`src/rtl/hpu_phase_ctrl.sv`:
```
// Phase sequencer for the HPU datapath: item-memory generation, then streaming run, then completion.
// Latches operand configuration, drives item addressing and seed capture, and watches stream progress.
module hpu_phase_ctrl #(
  parameter int ITEM_W = 16,
  parameter int ADDR_W = 20,
  parameter int TO_W   = 24
) (
  input  logic              clk,
  input  logic              rst,
  input  logic              start_gen,
  input  logic              start_run,
  input  logic              abort,
  input  logic [ITEM_W-1:0] cfg_item_num,
  input  logic [ADDR_W-1:0] cfg_addr_i,
  input  logic [ADDR_W-1:0] cfg_addr_j,
  input  logic              get_fin,
  input  logic              dst_valid,
  input  logic              dst_ready,
  input  logic              dst_last,
  output logic              gen,
  output logic              run,
  output logic [ITEM_W-1:0] item_a,
  output logic              rand_load,
  output logic [ITEM_W-1:0] item_memory_num,
  output logic [ADDR_W-1:0] addr_i,
  output logic [ADDR_W-1:0] addr_j,
  output logic              busy,
  output logic              done,
  output logic              err_busy,
  output logic              err_timeout,
  output logic [2:0]        state
);

  typedef enum logic [2:0] {
    S_IDLE  = 3'd0,
    S_GEN   = 3'd1,
    S_READY = 3'd2,
    S_RUN   = 3'd3,
    S_DRAIN = 3'd4,
    S_DONE  = 3'd5
  } state_t;

  // The watchdog fires on the cycle its counter would step onto all-ones.
  localparam logic [TO_W-1:0] WD_LAST = {{(TO_W-1){1'b1}}, 1'b0};

  state_t          cur, nxt;
  logic [TO_W-1:0] wd;
  logic            last_seen;
  logic            beat, last_beat, streaming, busy_s, settled;
  logic            wd_clear, timeout, gen_last;
  logic            accept_gen, accept_run, busy_cmd;

  assign beat      = dst_valid & dst_ready;
  assign last_beat = beat & dst_last;
  assign streaming = (cur == S_RUN) || (cur == S_DRAIN);
  assign busy_s    = (cur == S_GEN) || streaming;
  assign settled   = (cur == S_IDLE) || (cur == S_READY) || (cur == S_DONE);
  assign wd_clear  = beat | get_fin;
  assign timeout   = streaming && !wd_clear && (wd == WD_LAST);
  assign gen_last  = (cur == S_GEN) && (item_a == item_memory_num);

  always_ff @(posedge clk) begin
    if (rst) cur <= S_IDLE;
    else     cur <= nxt;
  end

  always_comb begin
    nxt        = cur;
    accept_gen = 1'b0;
    accept_run = 1'b0;
    busy_cmd   = 1'b0;
    case (cur)
      S_IDLE, S_READY, S_DONE: nxt = cur;
      S_GEN:   if (gen_last) nxt = S_READY;
      S_RUN:   if (get_fin) nxt = (last_seen || last_beat) ? S_DONE : S_DRAIN;
      S_DRAIN: if (last_beat) nxt = S_DONE;
      default: nxt = S_IDLE;
    endcase
    // Commands arriving mid-phase are refused but the phase keeps progressing.
    if (abort || timeout) begin
      nxt = S_IDLE;
    end else if (busy_s && (start_gen || start_run)) begin
      busy_cmd = 1'b1;
    end else if (settled && start_gen) begin
      accept_gen = 1'b1;
      nxt        = S_GEN;
    end else if (start_run && ((cur == S_READY) || (cur == S_DONE))) begin
      accept_run = 1'b1;
      nxt        = S_RUN;
    end
  end

  always_ff @(posedge clk) begin
    if (rst) begin
      item_a          <= '0;
      item_memory_num <= '0;
      addr_i          <= '0;
      addr_j          <= '0;
      err_busy        <= 1'b0;
      err_timeout     <= 1'b0;
      last_seen       <= 1'b0;
      wd              <= '0;
    end else begin
      if (accept_gen) begin
        item_memory_num <= cfg_item_num;
        addr_i          <= cfg_addr_i;
        addr_j          <= cfg_addr_j;
        item_a          <= '0;
        err_busy        <= 1'b0;
        err_timeout     <= 1'b0;
      end else begin
        if (accept_run) begin
          addr_i <= cfg_addr_i;
          addr_j <= cfg_addr_j;
        end
        if ((cur == S_GEN) && (nxt == S_GEN)) item_a <= item_a + ITEM_W'(1);
        if (busy_cmd) err_busy <= 1'b1;
        if (timeout) err_timeout <= 1'b1;
      end
      if (streaming && ((nxt == S_RUN) || (nxt == S_DRAIN))) begin
        last_seen <= last_seen | last_beat;
        wd        <= wd_clear ? '0 : wd + TO_W'(1);
      end else begin
        last_seen <= 1'b0;
        wd        <= '0;
      end
    end
  end

  assign gen       = (cur == S_GEN);
  assign run       = streaming;
  assign busy      = busy_s;
  assign done      = (cur == S_DONE);
  assign rand_load = gen_last & addr_i[0];
  assign state     = cur;

endmodule

```
`config.mk`:
```
export PLATFORM = sky130hd
export DESIGN_NAME = hpu_phase_ctrl
export DESIGN_NICKNAME = d
export VERILOG_FILES = /design/src/rtl/hpu_phase_ctrl.sv
export SDC_FILE = /design/constraint.sdc
export NUM_CORES = 1
export LEC_CHECK = 0
export ABC_AREA = 1
export CAP_MARGIN = 5
export CORE_AREA = 2 2 106 108
export DETAILED_ROUTE_END_ITERATION = 12
export DIE_AREA = 0 0 108 110
export PLACE_DENSITY = 0.88
export REMOVE_ABC_BUFFERS = 1
export SLEW_MARGIN = 20
export SYNTH_ARGS = -nofsm -noshare
export SYNTH_HDL_FRONTEND = slang
export SYNTH_SLANG_ARGS = --single-unit
export TNS_END_PERCENT = 1
```
`constraint.sdc`:
```
create_clock -name clk -period 2.1 [get_ports clk]
set_input_delay 0.315 -clock clk [delete_from_list [all_inputs] [get_ports clk]]
set_output_delay 0.315 -clock clk [all_outputs]
set_load 0.005 [all_outputs]
```
==> metrics.yaml <==
outcome:
  run_status: "finished clean"
synth:
  async_flop_share_pct: 0
  synth-simple-area-share_pct: 31.46
  yosysMostFrequentCell: "nand2_1"
  synth_top_family_by_area: "simple AND/OR/NAND/NOR gates"
  yosysWarnings: 0
  synth_area_leaders: "dfxtp_1 (42%), nand2_1 (12%), a21oi_1 (7.9%)"
  avgSynthCellArea_um2: 7.211
  synthesis.area_um2: 4896
  yosysTopAreaCellShare_pct: 41.71
  synth_edf_count: 0
  synth-seq-cells: 102
  syn_inst: 679
  synth_top_flop_cell: "dfxtp_1"
  ys_seq_area_share_pct: 41.71
  yosys.area.top_type: "dfxtp_1"
  synth-compound-area-share_pct: 10.35
  synth_fa_ha_area_share_pct: 0.7667
  ys_top_cells_by_count: "nand2_1 (156), dfxtp_1 (102), a21oi_1 (77)"
  ys_types: 31
  muxShareOfSynthArea_pct: 0
  synth_xor_area_share_pct: 6.440
place:
  dpl_cell_area_um2: 6640
  io_buffers: 146
  dp.cells: 961
  gp_congestion: 0.8877
  place_ws_ns: -0.008330
  dp_hpwl_um: 9715
clock_tree:
  cts.sinks: 102
  clockRootBuffer: "clkbuf_8"
  clock_path_buffers: 2
  clk_latency_ns: 0.38
  numCtsBuffers: 9
  hold_buffers: 0
  cts_tree: "yes"
  htreeDepth: 3
  clk_pin_slew_ns: 0.09
sta:
  hold_violations: 0
  timing.fmax_mhz: 489.8
  grt_setup_unrepaired: "true"
  slew_viol_final: 0
  fin_crit_sh_pct: 97.21
  worst_pin_slew_ns: 0.5417
  clock_skew_ns: 0.02484
  fin_hold_ws_ns: 0.4290
  min_period_ns: 2.041
  finalSetupViolations: 0
  finalWorstSetupSlack_ns: 0.05851
  slew_headroom_pct: 63.84
global_routing:
  grt_pass1_wl_um: 21450
  grt-ovfl-total: 0
  grt_use_total_pct: 22.29
  antenna_found_initial: 0
  grt_max_degree: 43
  grt_pass1_vias: 4591
final_layout:
  stdcell_area_um2: 6913
  area_growth_pct: 41.20
  instances_no_fill: 979
  nFillCells: 902
  drive_above_1_share_pct: 14.06
  fin_nets: 902
  diodes: 0
worst_hold_path:
  hold_path_end: "wd[0]"
  hold_start: "wd[0]"
  whs_path_depth: 1
  hold_path.class: "reg2reg"
pwr:
  peakVddDrop_mv: 0.3664
  p_leak_nw: 2.579
  power.density_nw_per_um2: 556.3
  power.total_mw: 3.846
critical_path:
  crit_path_start_kind: "flop"
  r2r_end: "wd[14]"
  crit_required_ns: 1.78
  cpMaxStageDelayCell: "clkdlybuf4s50_1"
  critPathArrivalTime_ns: 1.73
  path_max_fanout: 5
  crit_type: "reg2out"
  slowest_delay_ns: 0.50
  rrSetupSlack_ns: 0.12
  r2r-start: "item_a[4]"
  rr_worst_depth: 16
  worstPathCellList: "inv_2, nand2_1, nor2_2, buf_4, clkdlybuf4s50_1"
  worstSetupEndpointType: "output port"
floorplan:
  std_cell_rows: 38
  start_util_pct: 45.77
  dieArea_um2: 11880
  num_io_pins: 147
  coreArea_um2: 10700
  die_y_um: 110
  fp.dieW_um: 108
routing:
  drcViolationCount: 0
  first_pass_iters: 5
  ant_nets: 0
  vias: 4924
  wl_per_cell_um: 13.71
  wl_um: 13420
  routed_via_density: 5.030
  drt-initial-drc-count: 297
job:
  drv_cap: 0
[registers in the layout, indices dropped and copies added, names as in the netlist]
register,count
last_seen,1
item_a,16
wd,24
err_timeout,1
addr_j,20
item_memory_num,16
err_busy,1
state,3
addr_i,20
[cell type report]
type / instances / area (µm²) / area share, %
Multi-Input combinational cell: 467 / 2434 / 35.20
Sequential cell: 102 / 2077 / 30.05
Timing Repair Buffer: 175 / 1735 / 25.10
Inverter: 79 / 296.5 / 4.290
Tap cell: 140 / 175.2 / 2.534
Clock buffer: 10 / 137.6 / 1.991
Clock inverter: 6 / 57.56 / 0.8326
[through the flow]
| stage | TNS, ns | util (%) |
|---|---|---|
| after floorplan | -25.29 | - |
| after global placement | 0 | 62.07 |
| after detailed placement | -0.008330 | 62.07 |
| after CTS | 0 | 64.09 |
| after global routing | -0.3534 | 64.62 |
| final | 0 | 64.62 |
[worst max-delay path, delay by kind of cell (launching register included)]
| kind | cells | cell delay (ns) |
|---|---|---|
| buffers and inverters | 3 | 0.74 |
| DFF | 1 | 0.34 |
| and+or+nand+nor | 2 | 0.28 |
[routing by layer]
layer  global-route usage, %  routed length (µm)
met3                   5.232                 806
met2                   38.14                6656
met4                   8.150                 376
met1                   27.46                5583
met5                       0                   0
[how the worst max path moves through the flow]
| stage | slack, ns | to | cells past startpoint | startpoint |
|---|---|---|---|---|
| after floorplan | -0.59 | wd[0] | 8 | state[0] |
| after global placement | 0.09 | wd[13] | 13 | dst_valid |
| after detailed placement | -0.008 | addr_i[15] | 10 | get_fin |
| after CTS | 0.02 | rand_load | 9 | item_a[4] |
| after global routing | -0.03 | wd[17] | 16 | item_a[0] |
| final | 0.06 | gen | 5 | state[1] |
[logic make-up (layout without fill, tap and decap cells)]
kind of cell    after synthesis  count (layout)
fa+ha+maj                     3               3
buf+inv                     110             270
flops                       102             102
simple gates                328             328
xor+xnor                     36              36
compound gates              100             100
[report_power, final]
| group | internal, mW | switching (mW) | total [mW] |
|---|---|---|---|
| clock | 0.498 | 0.737 | 1.24 |
| combinational | 0.312 | 0.266 | 0.579 |
| sequential | 1.99 | 0.0391 | 2.03 |
[repair_timing]
item                       CTS  global route
resized for setup           19            19
setup buffers                0             2
pin swaps                    0             3
setup endpoints to repair    2             6
[layout by cell type, fill, tap and decap left out, types with 2 or more instances in the layout]
cell type        count
inv_6                4
xnor2_1              8
inv_2                9
nand3_2              3
buf_4               24
clkdlybuf4s50_1    144
o21ai_1              2
dfxtp_4              3
ha_1                 2
inv_1               70
o21ai_0             19
xor2_1              28
inv_8                2
nand3_1             54
nor4_1               3
nor2_2              23
nor3_1               8
nand4_1             24
dfxtp_2             19
dfxtp_1             80
nand2_4              4
nor2_4               2
nand2_1            155
a21oi_1             77
nor2_1              43
nand2_2              3
clkbuf_8            10
buf_12               5
Note: power is estimated with default switching activity, not from simulation.
